[config.mk]
export PLATFORM = sky130hd
export DESIGN_NAME = int_to_fp32_seq
export DESIGN_NICKNAME = d
export VERILOG_FILES = /design/src/rtl/int_to_fp32_seq.sv
export SDC_FILE = /design/constraint.sdc
export NUM_CORES = 1
export LEC_CHECK = 0
export CORE_UTILIZATION = 49
export CTS_CLUSTER_DIAMETER = 150
export DETAILED_ROUTE_END_ITERATION = 12
export MAX_ROUTING_LAYER = met4
export PLACE_DENSITY = 0.81
export SYNTH_ARGS = -nofsm -noshare
export SYNTH_HDL_FRONTEND = slang
export SYNTH_SLANG_ARGS = --single-unit
[constraint.sdc]
create_clock -name clk -period 2.55 [get_ports clk]
set_clock_uncertainty 0.05 [all_clocks]
set_input_delay 0.51 -clock clk [delete_from_list [all_inputs] [get_ports clk]]
set_output_delay 0.51 -clock clk [all_outputs]
set_load 0.005 [all_outputs]
[src/rtl/int_to_fp32_seq.sv]
// int_to_fp32_seq
// Multi-cycle 32-bit integer to FP32 converter. An operand is accepted in
// IDLE. It is normalized one bit per cycle in NORM, rounded to nearest-even
// in ROUND, and then held in DONE until the consumer takes it.
//
// Ports
//   clk          rising-edge clock
//   reset        synchronous, active-low
//   in_valid     operand valid
//   in_ready     block idle and able to accept (low while reset is low)
//   in_int       32-bit integer operand
//   in_unsigned  1: operand is unsigned, 0: two's complement
//   out_valid    result valid (registered)
//   out_ready    consumer accepts result
//   result       FP32 result (registered)
module int_to_fp32_seq (
    input  logic        clk,
    input  logic        reset,
    input  logic        in_valid,
    output logic        in_ready,
    input  logic [31:0] in_int,
    input  logic        in_unsigned,
    output logic        out_valid,
    input  logic        out_ready,
    output logic [31:0] result
);

    typedef enum logic [1:0] {IDLE, NORM, ROUND, DONE} state_t;

    state_t      state;
    logic        sign;
    logic [31:0] mag;
    logic [7:0]  exp_q;

    logic        in_sign;
    logic        round_up;
    logic [23:0] rnd_sum;

    assign in_ready = reset & (state == IDLE);
    assign in_sign  = in_int[31] & ~in_unsigned;

    // Round to nearest even on the normalized magnitude. The top bit is the
    // hidden one, so the 23 stored bits sit at [30:8]. Bit 7 is the guard
    // bit and [6:0] is the sticky field. A carry out of the 24-bit sum means
    // the mantissa wrapped to zero and the exponent must bump.
    always_comb begin
        round_up = mag[7] & ((|mag[6:0]) | mag[8]);
        rnd_sum  = {1'b0, mag[30:8]} + {23'd0, round_up};
    end

    always_ff @(posedge clk) begin
        if (!reset) begin
            state     <= IDLE;
            sign      <= 1'b0;
            mag       <= '0;
            exp_q     <= '0;
            out_valid <= 1'b0;
            result    <= '0;
        end else begin
            case (state)
                IDLE: begin
                    if (in_valid) begin
                        if (in_int == 32'd0) begin
                            result    <= '0;
                            out_valid <= 1'b1;
                            state     <= DONE;
                        end else begin
                            // The most negative signed value negates to itself.
                            // Read as unsigned, that is the correct magnitude.
                            sign  <= in_sign;
                            mag   <= in_sign ? (~in_int + 32'd1) : in_int;
                            exp_q <= 8'd158;
                            state <= NORM;
                        end
                    end
                end
                NORM: begin
                    if (mag[31]) begin
                        state <= ROUND;
                    end else begin
                        mag   <= {mag[30:0], 1'b0};
                        exp_q <= exp_q - 8'd1;
                    end
                end
                ROUND: begin
                    result    <= {sign, exp_q + {7'd0, rnd_sum[23]}, rnd_sum[22:0]};
                    out_valid <= 1'b1;
                    state     <= DONE;
                end
                DONE: begin
                    if (out_ready) begin
                        out_valid <= 1'b0;
                        state     <= IDLE;
                    end
                end
                default: state <= IDLE;
            endcase
        end
    end

endmodule

## After elaboration in Yosys (flattened, before gate mapping)

Cells that the tools add are included.

- Bits in writable memories: 0
- Bits of input ports: 37
- Output and inout port bits: 34
- Word-level logic and storage cells: 60
- Memory bits (read-only): 0
- Flip-flop bits (word level): 76
- Memories kept: 0
- Bits in latches: 0

- Divide/modulo/power cells: 0
- Shifts and indexed selects: 0
- $lt $le $gt $ge: 0
- Equal/unequal tests: 9
- Reduce and logical (&&, ||, !) cells: 12
- Mux-type cells: 21
- Add/subtract/negate cells: 4
- Bitwise gates (word level): 7
- Multiply operators: 0

Operators with widths:

| operator | number |
|---|---|
| two-way mux 32 bit | 6 |
| one-hot mux 32 bit (2 select lines) | 2 |
| adder 32 x 1 -> 32 bit, second input constant | 1 |
| logical NOT 32 bit | 1 |
| inverter 32 bit | 1 |
| adder 23 x 1 -> 24 bit | 1 |
| two-way mux 8 bit | 3 |
| one-hot mux 8 bit (2 select lines) | 1 |
| AND reduction 3 bit | 4 |
| inequality test 2 bit, second input constant | 5 |
| adder 8 x 1 -> 8 bit | 1 |
| two-way mux 2 bit | 4 |
| one-hot mux 2 bit (4 select lines) | 1 |
| AND reduction 4 bit | 2 |
| subtractor 8 x 1 -> 8 bit, second input constant | 1 |
| OR reduction 7 bit | 1 |
| == test 2 bit, second input constant | 2 |
| nonzero test 2 bit | 2 |
| bitwise AND 1 bit | 3 |
| two-way mux 1 bit | 3 |
| one-hot mux 1 bit (3 select lines) | 1 |
| nonzero test 3 bit | 1 |
| == test 2 x 1 -> 1 bit, second input constant | 1 |
| logical NOT 2 bit | 1 |
| 3 further kinds | 4 |

## Logic depth before layout (Yosys ltp)

Gate-level depths: netlist (run 1).

- Depth in word-level cells: 6
- Mapped depth: 11
- Mapped depth without buffers: 10

## Worst setup path after synthesis (run 1)

No wires, ideal clock.

- Path type: input port to flip-flop
- From: input port in_int[26]
- To: register result[19]
- Required time: 2.434 ns
- Buffers on the path: 2
- Library setup time: 0.066 ns
- Slack: -0.060 ns
- Stages: 8
- Arrival time: 2.494 ns
- Path through: or4_4 > or4b_4 > o41ai_2 > and2_1 > buf_6 > buf_8 > o21ai_2 > a21boi_2

- Cells in the longest elaborated chain, start to end: 3

RTL lines:

| element | RTL line | RTL |
|---|---|---|
| from (decl) | 21 | `input logic [31:0] in_int,` |
| logical NOT 32 bit | 63 | `if (in_int == 32'd0) begin` |
| inequality test 2 x 1 -> 1 bit (no line) | -- |  |
| AND reduction 3 bit (no line) | -- |  |
| to (signal assigned) | 86 | `result <= {sign, exp_q + {7'd0, rnd_sum[23]}, rnd_sum[22:0]};` |
| to (decl) | 25 | `output logic [31:0] result` |

No other way between the ends.
A chain may end at the register's enable or synchronous reset.

## Worst setup path in the final report (run 1)

- From: input port in_int[0]
- To: register mag[26]

- Cells in the longest elaborated chain, start to end: 6
- Elaborated cells between the ends (all ways): 9
- Classes of those cells: add/sub (1); eq/ne (1); mux (4); bitwise (1); reduce/logical (2)

RTL lines:

| element | RTL line | RTL |
|---|---|---|
| inverter 32 bit | 71 | `mag <= in_sign ? (~in_int + 32'd1) : in_int;` |
| adder 32 x 1 -> 32 bit | 71 |  |
| two-way mux 32 bit | 71 |  |
| two-way mux 32 bit | 63 |  |
| two-way mux 32 bit | 62 | `if (in_valid) begin` |
| one-hot mux 32 bit (2 select lines) | 60 | `case (state)` |
| to (signal assigned) | 71 |  |
| to (signal assigned) | 81 | `mag <= {mag[30:0], 1'b0};` |
| to (decl) | 32 | `logic [31:0] mag;` |

Several ways; a longest one is shown, not always the timed one. The select of a mux whose other input is x is not followed.

==> summary.md, run 1 <==
| Metric | Value |
|---|---|
| Run status | `finished, final reports clean` |
| Synth area leaders | `dfxtp_1 (33%), xnor2_1 (6.4%), nand2_1 (5.0%)` |
| Period utilisation layout | `98.4%` |
| RSZ-0062 raised after global routing | `yes` |
| Clk buf depth | `2` |
| Clk sinks | `76` |
| Antenna-violating nets left | `0` |
| Maximum capacitance violations | `0` |
| Setup WS pre-CTS | `-681 ps` |
| Post-Route WL | `13.5 mm` |
| Crit start category | `input pin` |
| Synth top area share | `32.5%` |
| Final setup vio count | `0` |
| Final Hold Vio Count | `0` |
| Worst-Skew Late Latency | `350 ps` |
| Fill cell count | `685` |
| Power Density | `848 mW/mm^2` |
| P&R area growth vs syn | `40.2%` |
| I/O pin count | `71` |
| VDD IR max | `0.463 mV` |
| Die Ht | `99.7 um` |
| Critical path arrival | `2700 ps` |
| Largest net degree at the start of global routing | `86` |
| Fin crit period | `2510 ps` |
| Cell with the most instances after synthesis | `dfxtp_1` |
| R2R depth | `11` |
| Routed len/inst | `16.0 um` |
| Hold_buf cts | `0` |
| Non-Filler Instances | `843` |
| Pint | `3.31 mW` |
| H-tree depth | `3` |
| CTS tree | `done` |
| Synth Instances | `580` |
| Via Count | `4888` |
| Footprint of the multi-input gates | `0.00313 sq mm` |
| Synth async-reset ratio | `0%` |
| First-pass GRT wire length | `21.7 mm` |
| Final WS setup | `40.3 ps` |
| Core Area | `0.00924 sq mm` |
| Initial antenna violation count | `0` |
| Final #Nets | `757` |
| Beginning of the critical path | `in_int[0]` |
| DP Wirelength | `9.42 mm` |
| 1st-iter DRT viols | `370` |
| N_diodes | `0` |
| Logic gate share of total power | `48.4%` |
| Worst-Margin Slew | `729 ps` |
| Synth warn | `0` |
| RD Place Congestion | `0.961` |
| Worst min-delay path class | `reg2reg` |
| WS Path Type | `in2reg` |
| Count of flip-flops with a built-in enable after synthesis | `0` |
| Worst R2R Start | `mag[18]` |
| Max Freq | `0.398 GHz` |
| Net switching power | `2.25 mW` |
| Mapped cell area | `0.00468 sq mm` |
| Worst EP required | `2740 ps` |
| Placed Cells | `823` |
| Number of detailed-route iterations in the first pass | `6` |
| Leakage Power | `2.49 nW` |
| Termination of the worst setup path | `mag[26]` |
| Die width | `99.7 um` |
| Die area | `0.00995 sq mm` |
| Yosys reg bits | `76` |
| Mapped Nets | `627` |
| Grt total ovfl | `0` |
| Setup crit end kind | `register` |
| Initial Util | `50.6%` |
| Flop2flop setup slack | `200 ps` |
| Hold path depth | `2` |
| Num CTS Buffers | `9` |
| Vias/cell | `5.80` |
| Placement Rows | `35` |
| Highest net fanout along the worst path | `3` |
| Clock network power share | `18.2%` |
| # DRC | `0` |
| Proportion of layout cells with a drive suffix above 1 | `20.9%` |
| Reg2reg end | `result[30]` |
| Clk slew on worst S/H paths | `70 ps` |
| Vias in the first global route | `4612` |
| Total GRT Usage | `27.7%` |
| Tot Pwr | `5.56 mW` |
| Post-synthesis sequential area ratio | `32.5%` |
| Sequential Area | `0.00152 sq mm` |
| Slew Viols, Final | `0` |
| Port bufs | `70` |
| Netlist cell types | `63` |
| Share of power burned in registers | `33.4%` |
| Post-synth top cells | `dfxtp_1 (76), nand2_1 (62), nand3_1 (37)` |
| Switch share | `40.4%` |
| Root buffer cell | `clkbuf_8` |
| Ys flop type | `dfxtp_1` |
| Slew HR | `51.4%` |
| Largest area contributor in the synthesized netlist | `dfxtp_1` |
| Avg Synthesized Cell Area | `8.07 sq um` |
[logic make-up after synthesis]
group | after synthesis | share of synthesized area, %
AND/OR/NAND/NOR | 206 | 22.6
AO/OA/AOI/OAI | 174 | 26.2
flip-flops | 76 | 32.5
buffers and inverters | 57 | 5.29
XOR/XNOR | 56 | 10.5
adder cells (fa/ha/maj) | 10 | 2.67
multiplexers | 1 | 0.214
[state kept, by name (all words and copies together) (netlist names)]
| register | count |
|---|---|
| out_valid | 1 |
| result | 32 |
| sign | 1 |
| mag | 32 |
| exp_q | 8 |
| state | 2 |
[power groups by stage]
stage,sequential [mW],clock [mW],combinational (mW)
finish,1.86,1.01,2.69
global route,1.91,1.07,2.93
CTS,1.84,1.02,2.58
detailed placement,1.86,0,2.49
global placement,1.84,0,2.40
floorplan,1.78,0,1.63
[layout make-up]
type | count | area share [%]
Multi-Input combinational cell | 447 | 47.7
Sequential cell | 76 | 23.2
Timing Repair Buffer | 161 | 22.5
Tap cell | 129 | 2.46
Clock buffer | 11 | 2.15
Clock inverter | 4 | 1.13
Inverter | 15 | 0.858
[critical path, cell delays in order]
cell	delay, ps
clkdlybuf4s50_1	420
inv_1	130
ha_4	160
or4b_4	470
or3_4	360
o31ai_4	230
xnor2_2	120
a221oi_2	240
nor2_1	70
[repair_timing]
action	CTS	global route
resized for setup	26	33
setup buffers	4	1
pin swaps	10	14
gates cloned	1	0
endpoints found under the setup margin	74	65
[routing by layer]
layer / share of wire (%) / wire [um] / vias to the layer above / global-route usage (%)
met5: 0 / 0 / - / -
met4: 2.8 / 374 / 0 / 9.50
li1: - / - / 2369 / -
met1: 42 / 5710 / 2273 / 35.1
met2: 49 / 6570 / 211 / 45.3
met3: 6.1 / 816 / 35 / 3.72
[metrics by stage]
stage                     utilization, %  cell area, sq um  setup TNS, ps  hold slack (ps)
after floorplan                        -              4680           -859              393
after global placement              65.9              6090         -35190              402
final                               71.0              6560              0              403
after CTS                           69.5              6430              0              416
after detailed placement            65.9              6090         -38870              404
after global routing                71.0              6560          -68.6              430
[cells in the final DEF (no fill, tap or decap), drive strengths merged, types with 5 or more instances in the layout]
cell           count
nor2b             20
clkbuf            12
o21ai             37
nand2             62
xor2              22
or3                6
dfxtp             76
o31ai              9
nand4              9
nand3             37
a21boi            23
nor3               8
clkdlybuf4s50     61
a2bb2oi            9
inv               15
o211a              5
buf               92
ha                10
a21oi             33
and3               5
nand2b             5
a22oi             16
nor4               7
o41ai             12
o211ai             5
xnor2             34
nor2              25
[worst min path at each step]
stage | from | endpoint
after global placement | result[14] | result[14]
after floorplan | mag[2] | mag[2]
after global routing | result[14] | result[14]
after CTS | result[20] | result[20]
after detailed placement | result[14] | result[14]
final | result[17] | result[17]
(Power assumes the default switching activity.)
==> inputs of run 2 (changes only) <==
--- a/config.mk
+++ b/config.mk
@@ -5,11 +5,12 @@
 export SDC_FILE = /design/constraint.sdc
 export NUM_CORES = 1
 export LEC_CHECK = 0
-export CORE_UTILIZATION = 49
+export CORE_UTILIZATION = 45
 export CTS_CLUSTER_DIAMETER = 150
 export DETAILED_ROUTE_END_ITERATION = 12
 export MAX_ROUTING_LAYER = met4
-export PLACE_DENSITY = 0.81
+export PLACE_DENSITY = 0.76
+export REMOVE_ABC_BUFFERS = 1
 export SYNTH_ARGS = -nofsm -noshare
 export SYNTH_HDL_FRONTEND = slang
 export SYNTH_SLANG_ARGS = --single-unit
==> run 2 against run 1 <==
Against the previous run:
- flip-flop and latch count stayed put
- via count is 6.0% higher
- fmax is 1.3% lower
- critical path depth is 1 higher
- total power is 15% higher
- first-iteration DRC count is 28% higher
- clock-buffer cell count is 2 lower
- cell count is 3.0% higher
- worst hold slack better by 6.2 ps
- non-clock buffer count is 20 higher
- worst setup slack worse by 33 ps
- design area is 5.5% higher
- critical path type unchanged
==> summary.md, run 2 (same netlist as run 1, synthesis figures left out) <==
| Metric | Value |
|---|---|
| Run status | `finished, final reports clean` |
| Die area | `0.0108 sq mm` |
| Placement Rows | `36` |
| Net switching power | `2.58 mW` |
| Post-Route WL | `15.9 mm` |
| Critical path arrival | `2750 ps` |
| CTS tree | `done` |
| Hold_buf cts | `0` |
| Root buffer cell | `clkbuf_8` |
| Highest net fanout along the worst path | `4` |
| Clk buf depth | `2` |
| Initial antenna violation count | `0` |
| I/O pin count | `71` |
| Clk slew on worst S/H paths | `80 ps` |
| Final #Nets | `777` |
| RSZ-0062 raised after global routing | `yes` |
| Crit-path slowest cell | `or4_4` |
| Worst EP required | `2760 ps` |
| Logic gate share of total power | `51.3%` |
| Final setup vio count | `0` |
| Worst path max stage delay | `560 ps` |
| Period utilisation layout | `99.7%` |
| 1st-iter DRT viols | `475` |
| Die width | `104 um` |
| Crit-path cells | `buf_6 -> or4_4 -> or4b_4 -> o31ai_4 -> buf_4 -> o22ai_4 -> buf_12 -> buf_16 -> o21ai_0 -> a21oi_1` |
| Die Ht | `104 um` |
| Worst-Skew Late Latency | `370 ps` |
| Crit start category | `input pin` |
| Worst-Margin Slew | `820 ps` |
| Routed len/inst | `18.3 um` |
| Max Freq | `0.393 GHz` |
| Final Util | `69.9%` |
| Leakage Power | `2.68 nW` |
| Initial Util | `47.2%` |
| Power Density | `922 mW/mm^2` |
| Largest net degree at the start of global routing | `86` |
| Num CTS Buffers | `9` |
| Hold WS | `409 ps` |
| Clock network power share | `19.2%` |
| Maximum capacitance violations | `0` |
| H-tree depth | `3` |
| Core Area | `0.00991 sq mm` |
| Worst min-delay path class | `reg2reg` |
| Switch share | `40.4%` |
| Share of power burned in registers | `29.5%` |
| Fill cell count | `722` |
| Proportion of layout cells with a drive suffix above 1 | `24.8%` |
| Sequential Area | `0.00152 sq mm` |
| Final Hold Vio Count | `0` |
| WS Path Type | `in2reg` |
| Pint | `3.80 mW` |
| Port bufs | `70` |
| # DRC | `0` |
| CP top delay family | `simple AND/OR/NAND/NOR gates` |
| Commonest cells after routing, fill and taps aside | `buf_4 (89), dfxtp_1 (76), nand2_1 (61)` |
| CP Buf/Inv Count | `4` |
| Tot Pwr | `6.38 mW` |
| Clk sinks | `76` |
| DP Wirelength | `10.0 mm` |
| Vias in the first global route | `4899` |
| Largest registers | `mag x32, result x32, exp_q x8` |
| P&R area growth vs syn | `48.0%` |
| Via Count | `5180` |
| Slew HR | `45.4%` |
| Grt total ovfl | `0` |
| Setup WS pre-CTS | `-629 ps` |
| Footprint of the multi-input gates | `0.00321 sq mm` |
| Slew Viols, Final | `0` |
| Total GRT Usage | `29.7%` |
| Vias/cell | `5.97` |
| Number of detailed-route iterations in the first pass | `5` |
| Fin crit period | `2540 ps` |
| Final WS setup | `6.97 ps` |
| Setup crit end kind | `register` |
| N_diodes | `0` |
| VDD IR max | `0.436 mV` |
| RD Place Congestion | `0.913` |
| Commonest non-fill, non-tap cell in the layout | `buf_4` |
| Antenna-violating nets left | `0` |
| First-pass GRT wire length | `24.8 mm` |
-- run 2: worst min-delay path, cell delays in order (launching register included) --
cell	delay (ps)
dfxtp_1	310
nand3_1	60
nand2_1	50
-- run 2: stage by stage --
stage / TNS, ps / instance area (sq um) / std cells
floorplan: -100320 / 4490 / 538
global placement: -36770 / 6100 / 832
detailed placement: -42140 / 6100 / 832
CTS: 0 / 6740 / 863
global route: -190 / 6920 / 868
finish: 0 / 6920 / 868
-- run 2: repair_timing --
action	in CTS	in global routing
endpoints found under the setup margin	74	70
cloned	5	3
resized for setup	60	46
buffers inserted	11	4
pin swaps	11	16
-- run 2: layout make-up --
| type | instances | share of cell area [%] |
|---|---|---|
| Multi-Input combinational cell | 447 | 46.3 |
| Timing Repair Buffer | 181 | 24.7 |
| Sequential cell | 76 | 22.0 |
| Tap cell | 133 | 2.40 |
| Clock inverter | 7 | 2.01 |
| Clock buffer | 9 | 1.79 |
| Inverter | 15 | 0.813 |
-- run 2: per-layer routing --
| metal | routed length [um] | track usage, % | up-vias |
|---|---|---|---|
| met4 | 609 | 14.8 | 0 |
| li1 | - | - | 2409 |
| met3 | 1090 | 5.39 | 61 |
| met1 | 6530 | 35.6 | 2457 |
| met2 | 7650 | 47.9 | 253 |
| met5 | 0 | - | - |
-- run 2: final timing paths --
kind | start | to | slack [ps] | cells past startpoint
hold reg to reg | result[14] | result[14] | 410 | 2
hold / removal | result[14] | result[14] | 410 | 2
setup / recovery | in_int[27] | mag[17] | 7 | 10
setup reg to reg | mag[18] | result[29] | 200 | 11
-- run 2: power by group through the flow --
stage               registers, mW  logic, mW  clock network [mW]
floorplan                    1.82       1.44                   0
global placement             1.84       2.44                   0
detailed placement           1.86       2.54                   0
CTS                          1.84       3.06                1.23
global route                 1.92       3.50                1.29
finish                       1.88       3.27                1.23
==> inputs of run 3 (changes only) <==
--- a/config.mk
+++ b/config.mk
@@ -10,7 +10,6 @@
 export DETAILED_ROUTE_END_ITERATION = 12
 export MAX_ROUTING_LAYER = met4
 export PLACE_DENSITY = 0.76
-export REMOVE_ABC_BUFFERS = 1
 export SYNTH_ARGS = -nofsm -noshare
 export SYNTH_HDL_FRONTEND = slang
 export SYNTH_SLANG_ARGS = --single-unit
==> run 3 against run 2 <==
Against the previous run:
- flip-flop and latch count did not move
- routed wire length fell by 16%
- critical path depth did not move
- sequential share of layout area rose by 1.3 points
- core utilization fell by 4.0 points
- clock power fell by 22%
- clock-buffer cell count rose by 3
- largest power group unchanged
==> summary.md, run 3 (same netlist as run 1, synthesis figures left out) <==
| Metric | Value |
|---|---|
| # DRC | `0` |
| Period utilisation layout | `98.3%` |
| Initial antenna violation count | `0` |
| Proportion of layout cells with a drive suffix above 1 | `21.4%` |
| Number of detailed-route iterations in the first pass | `5` |
| Via Count | `4877` |
| Total GRT Usage | `25.5%` |
| Root buffer cell | `clkbuf_8` |
| Commonest cells after routing, fill and taps aside | `buf_4 (95), dfxtp_1 (76), nand2_1 (62)` |
| Maximum capacitance violations | `0` |
| Final #Nets | `771` |
| Worst-Margin Slew | `673 ps` |
| Hold path depth | `2` |
| H-tree depth | `3` |
| N_diodes | `0` |
| DP Wirelength | `9.59 mm` |
| Setup_tns | `0 ps` |
| Clk buf depth | `2` |
| Antenna-violating nets left | `0` |
| 1st-iter DRT viols | `293` |
| Leakage Power | `2.50 nW` |
| Die area | `0.0108 sq mm` |
| Crit path depth | `10` |
| Fin area | `0.00653 sq mm` |
| CTS tree | `done` |
| Placed Area | `0.00610 sq mm` |
| Die Ht | `104 um` |
| Core Area | `0.00991 sq mm` |
| First-pass GRT wire length | `22.0 mm` |
| Final Hold Vio Count | `0` |
| Vias in the first global route | `4614` |
| Grt total ovfl | `0` |
| WS Path Type | `in2reg` |
| Clk sinks | `76` |
| Flop2flop setup slack | `180 ps` |
| Fin crit period | `2510 ps` |
| CP top delay family | `simple AND/OR/NAND/NOR gates` |
| Max Freq | `0.399 GHz` |
| Clk slew on worst S/H paths | `80 ps` |
| Port bufs | `70` |
| Setup crit end kind | `register` |
| Crit-path slowest cell | `or4b_4` |
| Initial Util | `47.2%` |
| Num CTS Buffers | `9` |
| Vias/cell | `5.66` |
| Power Density | `838 mW/mm^2` |
| Post-Route WL | `13.3 mm` |
| R2R depth | `10` |
| CP Buf/Inv Count | `4` |
| Largest net degree at the start of global routing | `78` |
| Worst min-delay path class | `reg2reg` |
| Final Util | `65.9%` |
| Highest net fanout along the worst path | `8` |
| I/O pin count | `71` |
| Crit-path cells | `buf_2 -> or4_4 -> or4b_4 -> o41ai_4 -> buf_4 -> and2_4 -> buf_6 -> buf_16 -> a22oi_1 -> nor2b_1` |
| Final setup vio count | `0` |
| Critical path arrival | `2760 ps` |
| Hold_buf cts | `0` |
| Run status | `finished, final reports clean` |
| Slew Viols, Final | `0` |
| Crit start category | `input pin` |
| Slew HR | `55.1%` |
| Routed len/inst | `15.5 um` |
| RSZ-0062 raised after global routing | `yes` |
| Largest registers | `mag x32, result x32, exp_q x8` |
| Die width | `104 um` |
| VDD IR max | `0.593 mV` |
| Worst EP required | `2800 ps` |
| Fill cell count | `811` |
| Placement Rows | `36` |
| RD Place Congestion | `0.931` |
| Commonest non-fill, non-tap cell in the layout | `buf_4` |
| Worst-Skew Late Latency | `360 ps` |
| P&R area growth vs syn | `39.5%` |
| Worst path max stage delay | `570 ps` |
-- run 3: cell types whose count changed in the layout (fill, tap and decap cells not counted), sizes merged --
cell / delta
buf: -6
bufinv: -3
dlymetal6s2s: -3
clkbuf: +2
dlygate4sd2: +2
clkdlybuf4s15: +1
clkdlybuf4s50: +1
clkinv: -1
clkinvlp: +1
-- run 3: final timing paths --
kind,from,endpoint
worst min-delay path,result[19],result[19]
worst min register to register,result[19],result[19]
worst max-delay path,in_int[25],result[13]
worst max register to register,mag[18],result[30]
-- run 3: worst register-to-register path: cells and delay by family, from the launching register on --
family,cells,cell delay (ps)
flip-flops,1,410
adder cells (fa/ha/maj),1,220
AO/OA/AOI/OAI,1,150
XOR/XNOR,1,120
AND/OR/NAND/NOR,7,1320
-- run 3: final cells by class --
class / count / area (sq um) / share of cell area, %
tap: 133 / 166 / 2.55
sequential: 76 / 1520 / 23.3
clock inverter: 4 / 47.5 / 0.728
multi-input combinational: 447 / 3030 / 46.4
timing repair buffer: 175 / 1550 / 23.8
clock buffer: 12 / 155 / 2.38
inverter: 15 / 56.3 / 0.862
-- run 3: where the power goes --
| part | total [mW] | internal (mW) | leakage (nW) | switching (mW) |
|---|---|---|---|---|
| logic | 2.68 | 1.25 | 1.78 | 1.43 |
| clock network | 0.956 | 0.503 | 0.102 | 0.453 |
| registers | 1.84 | 1.50 | 0.621 | 0.340 |
| total | 5.47 | 3.24 | 2.50 | 2.22 |
-- run 3: what timing repair did --
action	in CTS	in global routing
gates cloned	2	0
gates resized for setup	39	8
endpoints found under the hold margin	0	0
buffers inserted	12	1
pin swaps	13	2
endpoints found under the setup margin	74	30
-- run 3: through the flow --
step	power (mW)	hold WS (ps)	worst slack (ps)	std cells
after detailed placement	4.32	398	-659	832
after floorplan	3.40	393	-59.9	580
after global placement	4.22	394	-580	832
final	5.47	409	43.2	862
after CTS	5.43	411	20.7	862
after global routing	5.83	430	-22.2	862
-- run 3: per-layer routing --
metal | up-vias | share of wire [%] | global-route usage (%)
met2 | 179 | 47 | 41.9
met1 | 2285 | 45 | 31.8
met3 | 22 | 5.7 | 4.20
met5 | - | 0 | -
li1 | 2391 | - | -
met4 | 0 | 2.1 | 8.78
